## src/rtl/ex_stage.sv

```systemverilog
// Execute stage: ALU, operand/write-register muxing, EX/MEM pipeline register,
// and an iterative 32-step multu/divu unit (IDLE -> BUSY -> DONE) owning HI/LO.
module ex_stage (
  input  logic        clk,
  input  logic        rst,
  input  logic [1:0]  ALUOp,
  input  logic        ALUSrc,
  input  logic        RegDst,
  input  logic        MemRead,
  input  logic        MemWrite,
  input  logic        MemtoReg,
  input  logic        RegWrite,
  input  logic [31:0] rd1,
  input  logic [31:0] rd2,
  input  logic [31:0] imm,
  input  logic [4:0]  rt,
  input  logic [4:0]  rd,
  input  logic [5:0]  funct,
  output logic        out_MemRead,
  output logic        out_MemWrite,
  output logic        out_MemtoReg,
  output logic        out_RegWrite,
  output logic [31:0] out_alu,
  output logic [31:0] out_rd2,
  output logic [4:0]  out_wreg,
  output logic        out_zero,
  output logic        stall
);

  localparam logic [5:0] F_ADD   = 6'h20;
  localparam logic [5:0] F_SUB   = 6'h22;
  localparam logic [5:0] F_AND   = 6'h24;
  localparam logic [5:0] F_OR    = 6'h25;
  localparam logic [5:0] F_SLT   = 6'h2A;
  localparam logic [5:0] F_MFHI  = 6'h10;
  localparam logic [5:0] F_MFLO  = 6'h12;
  localparam logic [5:0] F_MULTU = 6'h19;
  localparam logic [5:0] F_DIVU  = 6'h1B;

  // state | meaning
  // IDLE  | accept instructions; a multu/divu stalls and is latched on the next edge
  // BUSY  | one multiply/divide iteration per cycle, 32 in total, stall held
  // DONE  | HI/LO valid, stall released, EX/MEM takes the instruction, back to IDLE
  typedef enum logic [1:0] {IDLE, BUSY, DONE} state_t;

  state_t      state_q;
  logic [4:0]  cnt_q;
  logic [31:0] wa_q, wb_q, dvs_q;
  logic        div_q;
  logic [31:0] hi_q, lo_q;

  logic        mr_q, mw_q, m2r_q, rw_q, zero_q;
  logic [31:0] alu_q, rd2_q;
  logic [4:0]  wreg_q;

  logic [31:0] opb, res;
  logic [4:0]  wreg_d;
  logic        legal, is_md;

  always_comb begin
    opb    = ALUSrc ? imm : rd2;
    wreg_d = RegDst ? rd : rt;
    res    = '0;
    legal  = 1'b1;
    is_md  = 1'b0;
    unique case (ALUOp)
      2'b00: res = rd1 + opb;
      2'b01: res = rd1 - opb;
      2'b11: res = rd1 | opb;
      default: begin
        case (funct)
          F_ADD:   res = rd1 + opb;
          F_SUB:   res = rd1 - opb;
          F_AND:   res = rd1 & opb;
          F_OR:    res = rd1 | opb;
          F_SLT:   res = {31'd0, $signed(rd1) < $signed(opb)};
          F_MFHI:  res = hi_q;
          F_MFLO:  res = lo_q;
          F_MULTU: is_md = 1'b1;
          F_DIVU:  is_md = 1'b1;
          default: legal = 1'b0;
        endcase
      end
    endcase
  end

  assign stall = !rst && ((state_q == IDLE && is_md) || state_q == BUSY);

  // wa holds the running upper half (product high / remainder), wb the lower
  // half (multiplier bits shifting out / quotient bits shifting in).
  logic [32:0] msum, dshift, ddiff;
  logic [31:0] wa_step, wb_step;

  always_comb begin
    msum   = {1'b0, wa_q} + (wb_q[0] ? {1'b0, dvs_q} : 33'd0);
    dshift = {wa_q, wb_q[31]};
    ddiff  = dshift - {1'b0, dvs_q};
    if (div_q) begin
      wa_step = ddiff[32] ? dshift[31:0] : ddiff[31:0];
      wb_step = {wb_q[30:0], ~ddiff[32]};
    end else begin
      wa_step = msum[32:1];
      wb_step = {msum[0], wb_q[31:1]};
    end
  end

  always_ff @(posedge clk or posedge rst) begin
    if (rst) begin
      state_q <= IDLE;
      cnt_q   <= '0;
      wa_q    <= '0;
      wb_q    <= '0;
      dvs_q   <= '0;
      div_q   <= 1'b0;
      hi_q    <= '0;
      lo_q    <= '0;
      mr_q    <= 1'b0;
      mw_q    <= 1'b0;
      m2r_q   <= 1'b0;
      rw_q    <= 1'b0;
      zero_q  <= 1'b0;
      alu_q   <= '0;
      rd2_q   <= '0;
      wreg_q  <= '0;
    end else begin
      unique case (state_q)
        IDLE: if (is_md) begin
          wa_q    <= '0;
          wb_q    <= rd1;
          dvs_q   <= rd2;
          div_q   <= (funct == F_DIVU);
          cnt_q   <= '0;
          state_q <= BUSY;
        end
        BUSY: begin
          wa_q  <= wa_step;
          wb_q  <= wb_step;
          cnt_q <= cnt_q + 5'd1;
          if (cnt_q == 5'd31) begin
            hi_q    <= wa_step;
            lo_q    <= wb_step;
            state_q <= DONE;
          end
        end
        default: state_q <= IDLE;
      endcase

      if (stall) begin
        mr_q  <= 1'b0;
        mw_q  <= 1'b0;
        m2r_q <= 1'b0;
        rw_q  <= 1'b0;
      end else begin
        mr_q   <= MemRead & ~is_md;
        mw_q   <= MemWrite & ~is_md;
        m2r_q  <= MemtoReg;
        rw_q   <= RegWrite & legal & ~is_md;
        alu_q  <= res;
        rd2_q  <= rd2;
        wreg_q <= wreg_d;
        zero_q <= (res == 32'd0);
      end
    end
  end

  assign out_MemRead  = mr_q;
  assign out_MemWrite = mw_q;
  assign out_MemtoReg = m2r_q;
  assign out_RegWrite = rw_q;
  assign out_alu      = alu_q;
  assign out_rd2      = rd2_q;
  assign out_wreg     = wreg_q;
  assign out_zero     = zero_q;

endmodule

```

## config.mk

```make
export PLATFORM = sky130hd
export DESIGN_NAME = ex_stage
export DESIGN_NICKNAME = d
export VERILOG_FILES = /design/src/rtl/ex_stage.sv
export SDC_FILE = /design/constraint.sdc
export NUM_CORES = 1
export LEC_CHECK = 0
export ABC_AREA = 1
export CORE_MARGIN = 3
export CORE_UTILIZATION = 35
export CTS_CLUSTER_DIAMETER = 60
export DETAILED_ROUTE_END_ITERATION = 8
export SLEW_MARGIN = 20
export SYNTH_ARGS = -nofsm -noshare
export SYNTH_HDL_FRONTEND = slang
export SYNTH_SLANG_ARGS = --single-unit
```

## constraint.sdc

```tcl
create_clock -name clk -period 11.03 [get_ports clk]
set_input_delay 2.7575 -clock clk [delete_from_list [all_inputs] [get_ports clk]]
set_output_delay 2.7575 -clock clk [all_outputs]
set_load 0.05 [all_outputs]
```

==> flow_summary.json, run 1 <==
{
  "hold_viol_final": 0,
  "p_leak_nw": 13.7,
  "cts_hold_buffers": 0,
  "postLayoutCoreUtil_pct": 41.4,
  "timing.fmax_mhz": 122,
  "track_usage_pct": 26.2,
  "first_pass_iters": 6,
  "yosysTopAreaCellShare_pct": 27.1,
  "drt_first_iter_violations": 2486,
  "ys.flop_type": "dfrtp_1",
  "clockRootBuffer": "clkbuf_16",
  "yosysSeqAreaShare_pct": 27.1,
  "areaGrowthSynthToFinish_pct": 16.9,
  "cts_setup_buffers": 0,
  "fin_area_mm2": 0.0262,
  "synth_top_family_by_area": "simple AND/OR/NAND/NOR gates",
  "drt-total-wl_um": 90000,
  "synth-xor-area-share_pct": 1.68,
  "synth_area_leaders": "dfrtp_1 (27%), nand2_1 (19%), ha_1 (9.6%), inv_1 (9.4%), nand3_1 (6.9%)",
  "worstPathMaxFanout": 33,
  "yosysTopAreaCell": "dfrtp_1",
  "die_area_mm2": 0.0670,
  "placed_cell_area_mm2": 0.0250,
  "cts_resized": 0,
  "dp_hpwl_um": 70300,
  "cts_tree": "built",
  "min_period_over_period_pct": 74.5,
  "syn-num-nets": 3881,
  "tightest_slew_ns": 1.20,
  "die_y_um": 259,
  "place_congestion": 1.02,
  "rows": 92,
  "stdcell_count": 4577,
  "grt-ovfl-total": 0,
  "postRouteAntennaNets": 0,
  "htreeDepth": 1,
  "yosysUniqueCellTypes": 51,
  "synthCells": 3584,
  "die_w_um": 259,
  "drc": 0,
  "path_class": "in2out",
  "clk_latency_ns": 0.60,
  "whs_ns": 0.477,
  "grt_pass1_wl_um": 136000,
  "status": "completed",
  "grt_max_degree": 138,
  "io_pins": 197,
  "clockBufferDepth": 3,
  "cts.sinks": 242,
  "antenna_found_initial": 1,
  "r2r_end": "wa_q[31]",
  "nets": 4004,
  "antenna_cells": 0,
  "slew_headroom_pct": 19.8,
  "rrSetupSlack_ns": 6.91,
  "initial_utilization_pct": 35.4,
  "cp-endpoint": "stall",
  "num_vias": 23988,
  "skew_ns": 0.0309,
  "report.final.slew_viol_count": 0,
  "vias_per_cell": 5.24,
  "fin_setup_tns_ns": 0,
  "syn-cell-area_mm2": 0.0224,
  "dp_cells": 4520,
  "avgSynthCellArea_um2": 6.24,
  "maxCapViolCount": 0,
  "ys_ff_latch": 242,
  "synthAdderAreaFrac_pct": 9.92,
  "peakVddDrop_mv": 0.160,
  "path_clk_slew_ns": 0.06,
  "synthMuxAreaShare_pct": 0,
  "power_density_mw_per_mm2": 158,
  "synth_compound_area_share_pct": 15.8,
  "dpl_worst_slack_ns": 2.81,
  "finalPower_mw": 4.13,
  "wl_per_cell_um": 19.7,
  "crit_path_end_kind": "output pin",
  "hp-class": "reg2reg",
  "worstRegToRegCells": 19,
  "period_needed_ns": 8.22,
  "drive_above_1_share_pct": 4.02,
  "synth_warnings": 0,
  "grt_pass1_vias": 22237,
  "synth-async-reset-ratio_pct": 100,
  "r2r_start": "wb_q[31]",
  "cp-startpoint": "ALUOp[0]",
  "core_mm2": 0.0632,
  "setup_slack_ns": 2.81,
  "crit_path_start_kind": "input pin",
  "synth_edf_count": 0,
  "rsz0062_at_grt": "no",
  "crit_required_ns": 8.27,
  "cp.arrival_ns": 5.46,
  "setup_viol": 0,
  "synthSimpleGateAreaFrac_pct": 33.3,
  "portBuffers": 196,
  "numCtsBuffers": 31
}
worst max-delay path, cell delays in order:
cell and delay (ns):
clkdlybuf4s50_1 0.47, inv_2 0.08, nand2_1 0.11, nor2_1 0.12
nand2_1 0.16, inv_2 0.12, nand2_4 0.04, nand2_1 0.17
inv_2 0.09, nor2_4 0.07, buf_4 0.37, clkdlybuf4s50_1 0.89
layout make-up:
class | count | area, um^2
clock buffers | 40 | 860
clock inverters | 17 | 263
fillers | 6799 | 37000
inverters | 573 | 2160
multi-input cells | 2642 | 13600
flip-flops and latches | 242 | 6060
well taps | 846 | 1060
repair buffers | 217 | 2130
how the worst min path moves through the flow:
stage | slack, ns | end | cells past startpoint | startpoint
floorplan | 0.45 | lo_q[29] | 2 | lo_q[29]
global placement | 0.46 | lo_q[7] | 2 | lo_q[7]
detailed placement | 0.47 | lo_q[9] | 2 | lo_q[9]
CTS | 0.48 | lo_q[9] | 2 | lo_q[9]
global route | 0.50 | hi_q[12] | 2 | hi_q[12]
finish | 0.48 | out_rd2[6] | 2 | out_rd2[6]
layout by cell type (no fill, tap or decap), drive strengths merged, types with 41 or more instances in the layout:
master / instances
o21ai: 258
nor2: 276
nand2: 1135
nand4: 41
clkdlybuf4s50: 195
inv: 575
ha: 171
nand3: 310
dfrtp: 242
a21oi: 204
per-layer routing:
layer,GRT usage (%),share of wire [%]
met5,0,0.022
met4,7.80,3.2
met3,3.61,7.6
met2,40.9,43
met1,37.5,46
logic make-up (layout without fill, tap and decap cells):
| group | after synthesis | after routing |
|---|---|---|
| compound gates | 614 | 614 |
| buf+inv | 700 | 847 |
| simple gates | 1810 | 1810 |
| fa+ha+maj | 175 | 175 |
| xor+xnor | 43 | 43 |
| flops | 242 | 242 |
power breakdown:
part	switching, mW	internal [mW]
clock network	0.442	0.674
logic	1.31	0.590
registers	0.106	1.01
total	1.86	2.28
Yosys cell counts (3+ instances only):
master / instances
nand2_1: 1128
inv_1: 559
nand3_1: 309
nor2_1: 266
o21ai_0: 249
dfrtp_1: 242
a21oi_1: 203
ha_1: 171
clkbuf_1: 78
nand4_1: 41
o22ai_1: 34
buf_2: 29
xor2_1: 26
a31oi_1: 21
o211ai_2: 20
nor3_1: 17
o21bai_1: 17
xnor2_1: 17
inv_2: 12
nand3b_1: 11
o221ai_1: 11
or2_2: 11
a21o_1: 10
buf_1: 9
nor2_2: 9
a22oi_1: 8
o211ai_1: 8
o21ai_1: 8
nand2_2: 7
buf_6: 6
a221oi_1: 5
buf_4: 5
fa_1: 4
o21a_1: 4
and2_1: 3
nor4_1: 3
flip-flops by register name, indices dropped and copies added (netlist names):
signal        flops
state_q           2
out_alu          32
hi_q             32
out_zero          1
out_rd2          32
out_MemWrite      1
lo_q             32
dvs_q            32
wa_q             32
out_MemtoReg      1
wb_q             32
out_RegWrite      1
out_MemRead       1
out_wreg          5
cnt_q             5
div_q             1
Power figures use the tool's default switching activity.
==> run 2: changes to the inputs <==
==> constraint.sdc (replaced) <==
create_clock -name clk -period 8.05 [get_ports clk]
set_input_delay 2.0125 -clock clk [delete_from_list [all_inputs] [get_ports clk]]
set_output_delay 2.0125 -clock clk [all_outputs]
set_load 0.05 [all_outputs]
==> flow_summary.json, run 2 (synthesis results as in run 1) <==
{
  "crit_required_ns": 6.04,
  "postLayoutCoreUtil_pct": 41.6,
  "r2r_end": "out_alu[26]",
  "setup_viol": 0,
  "hp-class": "reg2reg",
  "slew_headroom_pct": 21.0,
  "hold_viol_final": 0,
  "clock_power_share_pct": 28.4,
  "cp-endpoint": "stall",
  "grt_max_degree": 136,
  "cts_setup_buffers": 0,
  "p_switching_mw": 2.60,
  "dp_hpwl_um": 71600,
  "wl_per_cell_um": 20.0,
  "rows": 92,
  "first_pass_iters": 6,
  "path_clk_slew_ns": 0.06,
  "areaGrowthSynthToFinish_pct": 17.6,
  "final_cell_mix": "nand2_1 (1,126), inv_1 (557), nand3_1 (309)",
  "worstPathMaxFanout": 33,
  "skew_ns": 0.0158,
  "cts_hold_buffers": 0,
  "grt-ovfl-total": 0,
  "finalPower_mw": 5.77,
  "cts.sinks": 242,
  "fin_area_mm2": 0.0263,
  "p_leak_nw": 13.8,
  "placed_cell_area_mm2": 0.0251,
  "postRouteAntennaNets": 0,
  "die_w_um": 259,
  "multiInputGateArea_mm2": 0.0136,
  "r2r_start": "state_q[0]",
  "grt_pass1_vias": 22446,
  "seqCellArea_mm2": 0.00606,
  "portBuffers": 196,
  "cts_resized": 0,
  "drive_above_1_share_pct": 4.30,
  "rsz0062_at_grt": "no",
  "die_y_um": 259,
  "p_sw_share_pct": 45.0,
  "antenna_found_initial": 4,
  "clockBufferDepth": 3,
  "cp-startpoint": "ALUOp[0]",
  "maxCapViolCount": 0,
  "crit_path_end_kind": "output pin",
  "cp.arrival_ns": 4.13,
  "cts_tree": "built",
  "clk_latency_ns": 0.57,
  "drt_first_iter_violations": 2445,
  "p_comb_share_pct": 45.1,
  "peakVddDrop_mv": 0.200,
  "die_area_mm2": 0.0670,
  "rrSetupSlack_ns": 4.23,
  "io_pins": 197,
  "num_vias": 24129,
  "layout_commonest_cell": "nand2_1",
  "numCtsBuffers": 36,
  "initial_utilization_pct": 35.4,
  "p_seq_share_pct": 26.6,
  "dpl_worst_slack_ns": 1.68,
  "core_mm2": 0.0632,
  "antenna_cells": 0,
  "grt_pass1_wl_um": 137000,
  "place_congestion": 1.01,
  "htreeDepth": 2,
  "status": "completed",
  "min_period_over_period_pct": 76.3,
  "timing.fmax_mhz": 163,
  "setup_slack_ns": 1.91,
  "report.final.slew_viol_count": 0,
  "drt-total-wl_um": 91800,
  "power_density_mw_per_mm2": 219,
  "vias_per_cell": 5.26,
  "crit_path_start_kind": "input pin",
  "nets": 4016,
  "worstRegToRegCells": 13,
  "tightest_slew_ns": 1.18,
  "track_usage_pct": 26.8,
  "clockRootBuffer": "clkbuf_16",
  "p_int_mw": 3.17,
  "path_class": "in2out",
  "nFillCells": 6799,
  "fin_setup_tns_ns": 0,
  "drc": 0,
  "period_needed_ns": 6.14
}
-- run 2: power by group through the flow --
stage               sequential, mW  combinational (mW)  clock (mW)
floorplan                     1.66                1.70           0
global placement              1.55                2.55           0
detailed placement            1.55                2.55           0
CTS                           1.53                2.57        1.67
global route                  1.55                2.87        1.72
finish                        1.53                2.60        1.64
-- run 2: critical path: stages --
cell and delay (ns):
clkdlybuf4s50_1 0.47, inv_2 0.08, nand2_1 0.11, nor2_1 0.12, nand2_1 0.18, inv_2 0.14
nand2_4 0.05, nand2_1 0.24, inv_2 0.09, nor2_4 0.08, buf_4 0.35, buf_12 0.19
-- run 2: stage by stage --
| stage | hold slack, ns | instances |
|---|---|---|
| global placement | 0.462 | 4526 |
| CTS | 0.480 | 4589 |
| detailed placement | 0.466 | 4526 |
| global route | 0.497 | 4590 |
| finish | 0.478 | 4590 |
| floorplan | 0.449 | 3584 |
-- run 2: layout make-up --
cell class                 count  share of cell area, %
multi-input combinational   2642                   51.8
sequential                   242                   23.0
timing repair buffer         224                   8.37
inverter                     573                   8.19
tap                          846                   4.02
clock buffer                  49                   3.88
clock inverter                14                  0.747
-- run 2: routing by layer --
layer | share of wire [%] | global-route usage [%]
met2 | 42 | 41.0
met3 | 8.2 | 3.92
met1 | 46 | 38.3
met4 | 3.9 | 9.83
met5 | 0.038 | 0
-- run 2: worst min-delay path by stage --
stage / startpoint / to / slack, ns / depth (start not counted)
finish: out_alu[7] / out_alu[7] / 0.48 / 2
global route: hi_q[28] / hi_q[28] / 0.50 / 2
CTS: lo_q[7] / lo_q[7] / 0.48 / 2
detailed placement: lo_q[9] / lo_q[9] / 0.47 / 2
global placement: out_rd2[6] / out_rd2[6] / 0.46 / 2
floorplan: lo_q[29] / lo_q[29] / 0.45 / 2
